--- config.mk ---
export PLATFORM = sky130hd
export DESIGN_NAME = regfile_bank_clr_flat
export DESIGN_NICKNAME = d
export VERILOG_FILES = /design/src/rtl/regfile_bank_clr_if.sv /design/src/rtl/regfile_bank_clr.sv /design/src/flat_wrapper.sv
export SDC_FILE = /design/constraint.sdc
export NUM_CORES = 2
export LEC_CHECK = 0
export CAP_MARGIN = 20
export CORE_ASPECT_RATIO = 0.7
export CORE_MARGIN = 2
export CORE_UTILIZATION = 35
export CTS_CLUSTER_DIAMETER = 120
export DETAILED_ROUTE_END_ITERATION = 12
export PLACE_DENSITY = 0.54
export RECOVER_POWER = 100
export SKIP_CTS_REPAIR_TIMING = 1
export SLEW_MARGIN = 20
export SYNTH_ARGS = -nofsm -noshare
export SYNTH_HDL_FRONTEND = slang
export SYNTH_SLANG_ARGS = --single-unit
--- constraint.sdc ---
create_clock -name clk -period 2.26 [get_ports clk]
set_clock_uncertainty 0.2 [all_clocks]
set_input_delay 0.452 -clock clk [delete_from_list [all_inputs] [get_ports clk]]
set_output_delay 0.452 -clock clk [all_outputs]
set_load 0.01 [all_outputs]
--- src/rtl/regfile_bank_clr_if.sv ---
// Request/response bundle for regfile_bank_clr: write, dual read and bulk-clear.
interface regfile_bank_clr_if #(
    parameter int unsigned DATA_WIDTH = 32,
    parameter int unsigned ADDR_WIDTH = 4
);
    localparam int unsigned BE_WIDTH = DATA_WIDTH / 8;

    logic                  en;
    logic                  wr;
    logic [ADDR_WIDTH-1:0] wr_addr;
    logic [DATA_WIDTH-1:0] wr_data;
    logic [BE_WIDTH-1:0]   wr_be;
    logic                  rd;
    logic [ADDR_WIDTH-1:0] rd_addr1;
    logic [ADDR_WIDTH-1:0] rd_addr2;
    logic [DATA_WIDTH-1:0] rd_data1;
    logic [DATA_WIDTH-1:0] rd_data2;
    logic                  rd_valid;
    logic                  clr_req;
    logic                  busy;

    modport master (
        output en, wr, wr_addr, wr_data, wr_be, rd, rd_addr1, rd_addr2, clr_req,
        input  rd_data1, rd_data2, rd_valid, busy
    );

    modport slave (
        input  en, wr, wr_addr, wr_data, wr_be, rd, rd_addr1, rd_addr2, clr_req,
        output rd_data1, rd_data2, rd_valid, busy
    );
endinterface

--- src/rtl/regfile_bank_clr.sv ---
// Byte-enabled register file with two registered read ports, optional
// write-to-read forwarding, optional hard-wired zero entry and a bulk clear
// sequencer that zeroes one entry per enabled cycle.
module regfile_bank_clr #(
    parameter int unsigned DATA_WIDTH = 32,
    parameter int unsigned ADDR_WIDTH = 4,
    parameter bit          ZERO_REG   = 1'b0,
    parameter bit          BYPASS     = 1'b1
) (
    input logic                 clk,
    input logic                 rst_n,
    regfile_bank_clr_if.slave   bus
);
    localparam int unsigned DEPTH    = 2 ** ADDR_WIDTH;
    localparam int unsigned BE_WIDTH = DATA_WIDTH / 8;

    typedef enum logic {
        ST_IDLE  = 1'b0,
        ST_CLEAR = 1'b1
    } state_t;

    state_t                state_q, state_d;
    logic [ADDR_WIDTH-1:0] cnt_q, cnt_d;
    logic                  clr_we;
    logic                  busy_q;
    logic                  wr_acc;
    logic                  rd_acc;
    logic [DATA_WIDTH-1:0] mem [DEPTH];
    logic [DATA_WIDTH-1:0] rd_next1, rd_next2;
    logic [DATA_WIDTH-1:0] rd_data1_q, rd_data2_q;
    logic                  rd_valid_q;

    function automatic logic [DATA_WIDTH-1:0] merge_bytes(
        input logic [DATA_WIDTH-1:0] old_val,
        input logic [DATA_WIDTH-1:0] new_val,
        input logic [BE_WIDTH-1:0]   be
    );
        logic [DATA_WIDTH-1:0] res;
        res = old_val;
        for (int b = 0; b < int'(BE_WIDTH); b++) begin
            if (be[b]) res[b*8 +: 8] = new_val[b*8 +: 8];
        end
        return res;
    endfunction

    // Accepted user traffic: only in IDLE with the global enable high.
    assign wr_acc = bus.en && (state_q == ST_IDLE) && bus.wr &&
                    !(ZERO_REG && (bus.wr_addr == '0));
    assign rd_acc = bus.en && (state_q == ST_IDLE) && bus.rd;

    // State, clear counter and busy flag registers.
    always_ff @(posedge clk or negedge rst_n) begin
        if (!rst_n) begin
            state_q <= ST_IDLE;
            cnt_q   <= '0;
            busy_q  <= 1'b0;
        end else begin
            state_q <= state_d;
            cnt_q   <= cnt_d;
            busy_q  <= (state_d == ST_CLEAR);
        end
    end

    // Next-state logic: clear sequencer walks every entry once, pausing on en=0.
    always_comb begin
        state_d = state_q;
        cnt_d   = cnt_q;
        clr_we  = 1'b0;
        if (bus.en) begin
            case (state_q)
                ST_IDLE: begin
                    if (bus.clr_req) begin
                        state_d = ST_CLEAR;
                        cnt_d   = '0;
                    end
                end
                ST_CLEAR: begin
                    clr_we = 1'b1;
                    if (cnt_q == ADDR_WIDTH'(DEPTH - 1)) begin
                        state_d = ST_IDLE;
                        cnt_d   = '0;
                    end else begin
                        cnt_d = cnt_q + ADDR_WIDTH'(1);
                    end
                end
                default: state_d = ST_IDLE;
            endcase
        end
    end

    // Storage array: clear writes take priority (user writes are blocked in CLEAR anyway).
    always_ff @(posedge clk or negedge rst_n) begin
        if (!rst_n) begin
            for (int i = 0; i < int'(DEPTH); i++) mem[i] <= '0;
        end else if (clr_we) begin
            mem[cnt_q] <= '0;
        end else if (wr_acc) begin
            mem[bus.wr_addr] <= merge_bytes(mem[bus.wr_addr], bus.wr_data, bus.wr_be);
        end
    end

    // Read-port values including optional same-cycle forwarding and zero entry.
    always_comb begin
        rd_next1 = mem[bus.rd_addr1];
        rd_next2 = mem[bus.rd_addr2];
        if (BYPASS && wr_acc && (bus.rd_addr1 == bus.wr_addr))
            rd_next1 = merge_bytes(mem[bus.rd_addr1], bus.wr_data, bus.wr_be);
        if (BYPASS && wr_acc && (bus.rd_addr2 == bus.wr_addr))
            rd_next2 = merge_bytes(mem[bus.rd_addr2], bus.wr_data, bus.wr_be);
        if (ZERO_REG && (bus.rd_addr1 == '0)) rd_next1 = '0;
        if (ZERO_REG && (bus.rd_addr2 == '0)) rd_next2 = '0;
    end

    // Registered read outputs; data holds whenever no read is accepted.
    always_ff @(posedge clk or negedge rst_n) begin
        if (!rst_n) begin
            rd_data1_q <= '0;
            rd_data2_q <= '0;
            rd_valid_q <= 1'b0;
        end else begin
            rd_valid_q <= rd_acc;
            if (rd_acc) begin
                rd_data1_q <= rd_next1;
                rd_data2_q <= rd_next2;
            end
        end
    end

    assign bus.rd_data1 = rd_data1_q;
    assign bus.rd_data2 = rd_data2_q;
    assign bus.rd_valid = rd_valid_q;
    assign bus.busy     = busy_q;
endmodule

--- src/flat_wrapper.sv ---
// flat-port wrapper written by rule: the top's interface ports become plain ports
module regfile_bank_clr_flat 
#(
    parameter int unsigned DATA_WIDTH = 32,
    parameter int unsigned ADDR_WIDTH = 4,
    parameter bit          ZERO_REG   = 1'b0,
    parameter bit          BYPASS     = 1'b1
)
  (clk, rst_n, bus_en, bus_wr, bus_wr_addr, bus_wr_data, bus_wr_be, bus_rd, bus_rd_addr1, bus_rd_addr2, bus_clr_req, bus_rd_data1, bus_rd_data2, bus_rd_valid, bus_busy);
  regfile_bank_clr_if #(.DATA_WIDTH(DATA_WIDTH), .ADDR_WIDTH(ADDR_WIDTH)) bus_i ();
  input logic clk;
  input logic rst_n;
  input wire logic [$bits(bus_i.en)-1:0] bus_en;
  input wire logic [$bits(bus_i.wr)-1:0] bus_wr;
  input wire logic [$bits(bus_i.wr_addr)-1:0] bus_wr_addr;
  input wire logic [$bits(bus_i.wr_data)-1:0] bus_wr_data;
  input wire logic [$bits(bus_i.wr_be)-1:0] bus_wr_be;
  input wire logic [$bits(bus_i.rd)-1:0] bus_rd;
  input wire logic [$bits(bus_i.rd_addr1)-1:0] bus_rd_addr1;
  input wire logic [$bits(bus_i.rd_addr2)-1:0] bus_rd_addr2;
  input wire logic [$bits(bus_i.clr_req)-1:0] bus_clr_req;
  output wire logic [$bits(bus_i.rd_data1)-1:0] bus_rd_data1;
  output wire logic [$bits(bus_i.rd_data2)-1:0] bus_rd_data2;
  output wire logic [$bits(bus_i.rd_valid)-1:0] bus_rd_valid;
  output wire logic [$bits(bus_i.busy)-1:0] bus_busy;
  assign bus_i.en = bus_en;
  assign bus_i.wr = bus_wr;
  assign bus_i.wr_addr = bus_wr_addr;
  assign bus_i.wr_data = bus_wr_data;
  assign bus_i.wr_be = bus_wr_be;
  assign bus_i.rd = bus_rd;
  assign bus_i.rd_addr1 = bus_rd_addr1;
  assign bus_i.rd_addr2 = bus_rd_addr2;
  assign bus_i.clr_req = bus_clr_req;
  assign bus_rd_data1 = bus_i.rd_data1;
  assign bus_rd_data2 = bus_i.rd_data2;
  assign bus_rd_valid = bus_i.rd_valid;
  assign bus_busy = bus_i.busy;
  regfile_bank_clr #(.DATA_WIDTH(DATA_WIDTH), .ADDR_WIDTH(ADDR_WIDTH), .ZERO_REG(ZERO_REG), .BYPASS(BYPASS)) u_core (.clk(clk), .rst_n(rst_n), .bus(bus_i));
endmodule
# [Word level (Yosys, flattened, before mapping)]
# Cells that the tools add are included.
[word_totals] reg_bits=582 romBits=0 memories=0 ramBits=0 latchBits=0
[op_classes] n_bitwise=7 shift=0 n_eq_ne=4 n_reduce_logical=9 addsub=1 div_mod_pow=0 n_mul=0 mux=46 order_cmp=6
[op_table] operator="512-bit 2-to-1 mux" n=2
[op_table] operator="512-bit AND" n=1
[op_table] operator="512-bit bitwise mux" n=1
[op_table] operator="512-bit inverter" n=1
[op_table] operator="32-bit binary-select mux with 4-bit select" n=3
[op_table] operator="32-bit 2-to-1 mux" n=10
[op_table] operator="32-bit demux with 4-bit select" n=2
[op_table] operator="8-bit 2-to-1 mux" n=20
[op_table] operator="5-bit greater-or-equal comparator, second input constant" n=4
[op_table] operator="4-bit inverter with 5-bit output" n=4
[op_table] operator="5-bit by 1-bit < comparator with 1-bit output, second input constant" n=2
[op_table] operator="4-bit equality test" n=2
[op_table] operator="4-bit 2-to-1 mux" n=2
[op_table] operator="4-bit one-hot mux with 2 select lines" n=1
[op_table] operator="1-bit logical AND" n=7
[op_table] operator="4-bit by 1-bit adder with 4-bit output, second input constant" n=1
[op_table] operator="4-bit equality test, second input constant" n=1
[op_table] operator="1-bit 2-to-1 mux" n=4
[op_table] operator="2-bit != test, second input constant" n=1
[op_table] operator="1-bit one-hot mux with 2 select lines" n=1
[op_table] operator="2-bit AND reduction" n=1
[op_table] operator="2-bit nonzero test" n=1
[op_table] operator="1-bit inverter" n=1

# [Logic depth before layout (Yosys ltp)]
[depth] depth_word=10 ltp_mapped=8 depth_no_buf=5

# [Worst setup path after synthesis]
# Ideal clock, no wire load.
[synth_path] kind="input-to-reg" startpoint="input bus_rd_addr1[1]" endpoint="register u_core.rd_data1_q[29], in the netlist u_core.bus.rd_data1[29]" arrival_time_ns=2.010 path_buffers=3 cell_stages=7 setup_slack_ns=-0.076 cell_sequence="buf_4 > buf_2 > clkbuf_1 > mux4_2 > a22oi_1 > nand2_1 > a221o_1"
[synth_via] elab_chain_len=6
[synth_rtl] item="start: declaration" line="flat_wrapper.sv:19" source="input wire logic [$bits(bus_i.rd_addr1)-1:0] bus_rd_addr1;"
[synth_rtl] item="4-bit inverter with 5-bit output (not written as such)" line="regfile_bank_clr.sv:104, regfile_bank_clr.sv:107"
[synth_rtl] item="32-bit binary-select mux with 4-bit select" line="regfile_bank_clr.sv:104, regfile_bank_clr.sv:107"
[synth_rtl] item="32-bit 2-to-1 mux (not written as such) (2 in series)" line="regfile_bank_clr.sv:104, regfile_bank_clr.sv:107"
[synth_rtl] item="8-bit 2-to-1 mux" line="regfile_bank_clr.sv:41" source="if (be[b]) res[b*8 +: 8] = new_val[b*8 +: 8];"
[synth_rtl] item="32-bit 2-to-1 mux *" line="regfile_bank_clr.sv:106" source="if (BYPASS && wr_acc && (bus.rd_addr1 == bus.wr_addr))"
[synth_rtl] item="end signal: assignment" line="regfile_bank_clr.sv:123" source="rd_data1_q <= rd_next1;"
[synth_rtl] item="end: declaration" line="regfile_bank_clr.sv:30" source="logic [DATA_WIDTH-1:0] rd_data1_q, rd_data2_q;"
# Every way passes the cells marked *; elsewhere a longest branch is shown, timed or not. The select of a mux whose other input is x is not followed.
# A chain may end at the register's enable or synchronous reset.

# [Worst setup path after layout]
[layout_path] startpoint="register u_core.state_q" endpoint="register u_core.mem[175] (netlist name)"
[layout_via] elab_chain_len=4
[layout_rtl] item="start: declaration" line="regfile_bank_clr.sv:22" source="state_t state_q, state_d;"
[layout_rtl] item="start signal: assignment" line="regfile_bank_clr.sv:58" source="state_q <= state_d;"
[layout_rtl] item="parallel branches: the longest is 4 deep, another holds 512-bit 2-to-1 mux"
[layout_rtl] item="end signal: indexed assignment" line="regfile_bank_clr.sv:98" source="mem[bus.wr_addr] <= merge_bytes(mem[bus.wr_addr], bus.wr_data, bus.wr_be);"
[layout_rtl] item="end: declaration" line="regfile_bank_clr.sv:28" source="logic [DATA_WIDTH-1:0] mem [DEPTH];"
# Several ways; the timed one is not identified.

==> summary.md <==
The tools report the kind of capture point of the worst setup path as a flop. For the post-layout worst setup margin, the log shows -0.000125 ns. The setup slack on the worst flop-to-flop path is -0.0001 ns, and the share of the synthesized netlist area taken by xor and xnor gates is 0.00203. Counting the fill cells in the layout gives 8927. Startpoint of the lowest-slack register-to-register path: u_core.state_q. At the worst endpoint, the required time is 2.65 ns. The total I/O pin count was 120; the total core area was 0.0979 mm². In this run, the number of DRC markers left after iteration 0 of detailed routing was 4043.

At the end of routability-driven placement, the weighted congestion stood at 0.912. The first global-routing pass estimated 218 mm of wire. The switching fraction of total power was 0.328; the total wirelength of the detailed-routed design was 151 mm. In this run the deepest clock path goes through 3 buffers.

Setup total negative slack on the finished layout was measured at -0.000125 ns. The layout overhead on the synthesized area is 24.7%. After detailed routing, the number of vias per cell comes to 6.77. The final reports fail on negative setup slack.

Final number of setup-violating endpoints: 1. The tools report the master cell of the clock root buffer as sky130_fd_sc_hd__clkbuf_16. The share of synthesized cell area in and, or, nand and nor gates is 0.0469, and the die width is 379 µm. The run finished, with violations left. TritonCTS built the clock tree. The run gives 0.254 as the combinational cell fraction of total power. The latest clock arrival within the worst-skew pair came out at 0.68 ns.

The path class of the tightest hold or removal check is in2reg. In the final routed layout, each cell accounts on average for 34.8 µm. Ratio of total power to cell area: 763 mW/mm². Buffers placed on the I/O ports in this run total 119.

For the power spent charging and discharging nets, the log shows 0.0108 W. Summed over all layers, the global routing overflow is 0. The run gives 0 as the DRC violations left.

The logs give 0.344 for the share of power burned in the clock network and 18.2 nW for the leakage dissipation. The die covers 0.101 mm². Global-route usage over all layers: 0.299. In the layout the commonest cells are sky130_fd_sc_hd__dfrtp_1 (581), sky130_fd_sc_hd__mux4_2 (288), sky130_fd_sc_hd__a22o_1 (283). The die is 267 µm tall. Setup repair after global routing left no endpoint under its margin. The async set-or-reset flop fraction in the synthesized netlist was 1.00; the via total after detailed routing was 29400. The worst-case headroom to the max-slew limit is 0.0149, and the number of nets at the end of the flow is 3035. The worst register-to-register path has a depth of 5.

Synthesis instantiated 61 different standard cells from the library. After clock tree synthesis, the clock-pin slew on the worst setup and hold paths is 0.06 ns. The via count of the first global-routing pass was 29400. The end point of the critical path is u_core.mem[175]. The sort of element at the start of the critical path is a flop.

Synthesized-area fraction occupied by adder cells: 0.00145. The first detailed-routing pass took 8 iterations. In this run the critical register-to-register path is captured at u_core.mem[175]. Dividing the synthesized area by the synthesized cell count gives 13.0 µm².

In this run the remaining antenna-violating nets after routing total 0. Share of the synthesized area in compound gates (AO/OA/AOI/OAI): 0.220. For the maximum clock rate, the log shows 442 MHz. The floorplan has 96 rows.

The repair_antennas step left the layout with diodes totalling 0. The shortest clock period the worst path allows after layout works out to 2.26 ns. The sequential fraction of the synthesis area was 0.422.

The critical path starts at u_core.state_q. The logs give 0 for the number of pins exceeding their max-slew limit in the final report and 0 for the number of warnings printed during yosys synthesis. In this run, CTS created clock tree buffers numbering 66. The area share of the largest cell type after synthesis is 0.422. Worst hold margin: 0.285 ns. The synthesized design contains 582 register bits.

The run gives 0.353 as the starting utilization of the core area. The ratio of final minimum period to clock period is 1.00, and the number of clock sinks is 582. The maximum number of pins on one net before global-route repair is 73. The number of antenna violations at the first check in global routing was 4; the arrival time reported for the critical path endpoint was 2.65 ns. The tool flagged a number of max-cap violations equal to 0. Synthesis handed over a netlist of 2655 instances. In the post-synthesis netlist, the biggest area contributors are sky130_fd_sc_hd__dfrtp_1 (42%), sky130_fd_sc_hd__mux4_2 (19%), sky130_fd_sc_hd__a22o_1 (7.2%). The most used flip-flop cell after synthesis was sky130_fd_sc_hd__dfrtp_1. At the pin with the least slew margin, the transition time is 1.48 ns. The combinational family with the most area after synthesis was multiplexers.

The run gives 0 as the number of failing hold endpoints at the final stage. In this run the worst path has a maximum fanout of 15. After synthesis the cells add up to 0.0345 mm². For the register share of total power, the log shows 0.402. Most common library cell in the layout ignoring fill and taps: sky130_fd_sc_hd__dfrtp_1. The critical path in this run is classified as reg2reg. The internal power contribution is 0.0221 W, and the mux cell area share after synthesis is 0.265. The biggest area consumer among synthesized cells is sky130_fd_sc_hd__dfrtp_1.

Layout cell share with drive strength beyond 1: 0.332. The number of nets in the synthesized netlist was 2713. CTS built an H-tree with a depth of 3. Count of flip-flops with a built-in enable after synthesis: 0. The run gives 102 mm as the detailed placement HPWL.

VDD sags by at most 0.000516 V.
[critical path, stage by stage, from the launching register on]
cell                       delay, ns
sky130_fd_sc_hd__dfrtp_2        0.46
sky130_fd_sc_hd__nor4bb_2       0.35
sky130_fd_sc_hd__buf_4          0.23
sky130_fd_sc_hd__and3_2         0.26
sky130_fd_sc_hd__clkbuf_4       0.44
sky130_fd_sc_hd__a22o_1         0.23
[final cells by class]
cell class | instances | area [µm²] | share of cell area
Timing Repair Buffer | 543 | 5830 | 0.135
Multi-Input combinational cell | 1773 | 18700 | 0.435
Tap cell | 1323 | 1660 | 0.0384
Clock buffer | 93 | 1880 | 0.0438
Inverter | 11 | 41.3 | 0.000959
Clock inverter | 23 | 338 | 0.00785
Sequential cell | 582 | 14600 | 0.338
[synthesized netlist by cell type, types with 4 or more instances]
| library cell | n |
|---|---|
| sky130_fd_sc_hd__a211o_1 | 5 |
| sky130_fd_sc_hd__a21boi_1 | 5 |
| sky130_fd_sc_hd__a21oi_1 | 7 |
| sky130_fd_sc_hd__a221o_1 | 27 |
| sky130_fd_sc_hd__a22o_1 | 283 |
| sky130_fd_sc_hd__a22oi_1 | 104 |
| sky130_fd_sc_hd__a31oi_1 | 4 |
| sky130_fd_sc_hd__a32oi_1 | 4 |
| sky130_fd_sc_hd__a32oi_2 | 32 |
| sky130_fd_sc_hd__a41oi_1 | 17 |
| sky130_fd_sc_hd__and2_1 | 57 |
| sky130_fd_sc_hd__and3_1 | 10 |
| sky130_fd_sc_hd__and4_1 | 4 |
| sky130_fd_sc_hd__and4b_1 | 4 |
| sky130_fd_sc_hd__buf_1 | 7 |
| sky130_fd_sc_hd__buf_2 | 55 |
| sky130_fd_sc_hd__buf_4 | 30 |
| sky130_fd_sc_hd__buf_6 | 21 |
| sky130_fd_sc_hd__clkbuf_1 | 175 |
| sky130_fd_sc_hd__dfrtp_1 | 582 |
| sky130_fd_sc_hd__ha_1 | 4 |
| sky130_fd_sc_hd__inv_1 | 10 |
| sky130_fd_sc_hd__mux2_2 | 74 |
| sky130_fd_sc_hd__mux2i_1 | 180 |
| sky130_fd_sc_hd__mux4_2 | 288 |
| sky130_fd_sc_hd__nand2_1 | 133 |
| sky130_fd_sc_hd__nand3_1 | 11 |
| sky130_fd_sc_hd__nor2_1 | 63 |
| sky130_fd_sc_hd__nor2b_1 | 18 |
| sky130_fd_sc_hd__nor3_1 | 7 |
| sky130_fd_sc_hd__o21ai_0 | 20 |
| sky130_fd_sc_hd__o21ai_1 | 80 |
| sky130_fd_sc_hd__o221ai_1 | 13 |
| sky130_fd_sc_hd__o22ai_1 | 37 |
| sky130_fd_sc_hd__o2bb2ai_1 | 198 |
| sky130_fd_sc_hd__o31a_1 | 6 |
| sky130_fd_sc_hd__o31ai_2 | 18 |
| sky130_fd_sc_hd__o31ai_4 | 13 |
| sky130_fd_sc_hd__or3_1 | 8 |
| sky130_fd_sc_hd__xnor2_1 | 4 |
| sky130_fd_sc_hd__xor2_1 | 4 |
[how the worst min path moves through the flow]
stage | to | slack, ns | cells past startpoint | startpoint
global placement | u_core.mem[91] | 0.26 | 2 | rst_n
floorplan | u_core.bus.rd_data1[0] | -0.04 | 0 | rst_n
global route | u_core.mem[159] | 0.28 | 5 | bus_wr_addr[3]
finish | u_core.mem[159] | 0.29 | 5 | bus_wr_addr[3]
detailed placement | u_core.mem[91] | 0.26 | 2 | rst_n
CTS | u_core.mem[375] | -0.45 | 2 | rst_n
[power groups by stage]
stage / Sequential, W / Combinational (W) / Clock [W]
global placement: 0.0132 / 0.00835 / 0
finish: 0.0132 / 0.00834 / 0.0113
global route: 0.0133 / 0.00875 / 0.0118
detailed placement: 0.0132 / 0.00850 / 0
CTS: 0.0131 / 0.00852 / 0.0114
floorplan: 0.0128 / 0.00449 / 0
[metrics by stage]
| stage | cells | total power (W) | util | setup WS [ns] | cell area, µm² |
|---|---|---|---|---|---|
| 6_report | 4348 | 0.0329 | 0.440 | -0.000125 | 43100 |
| 5_1_grt | 4348 | 0.0339 | 0.440 | 0.000157 | 43100 |
| 4_1_cts | 4345 | 0.0330 | 0.444 | -0.418 | 43500 |
| 3_5_place_dp | 4229 | 0.0217 | 0.421 | -0.597 | 41200 |
| 3_3_place_gp | 4229 | 0.0215 | 0.421 | -0.598 | 41200 |
| 2_1_floorplan | 2655 | 0.0173 | - | -0.00746 | 34600 |
[kinds of logic (layout without fill, tap and decap cells)]
kind of cell,Yosys count,count (layout)
AOI/OAI and AO/OA,884,884
DFF,582,582
muxes,545,545
and+or+nand+nor,332,332
buffers and inverters,300,670
xor gates and xnor gates,8,8
adders and majority gates,4,4
[state kept, by name, indices dropped and copies added (netlist names)]
signal	flops
u_core.bus.rd_valid	1
u_core.bus.rd_data1	32
u_core.cnt_q	4
u_core.mem	512
u_core.bus.rd_data2	32
u_core.state_q	1
[layer usage]
metal  track usage  wire length [µm]
met3         0.105             19800
met5             0                13
met2         0.422             63500
met1         0.417             61500
met4         0.116              6710
(Power assumes the default switching activity.)
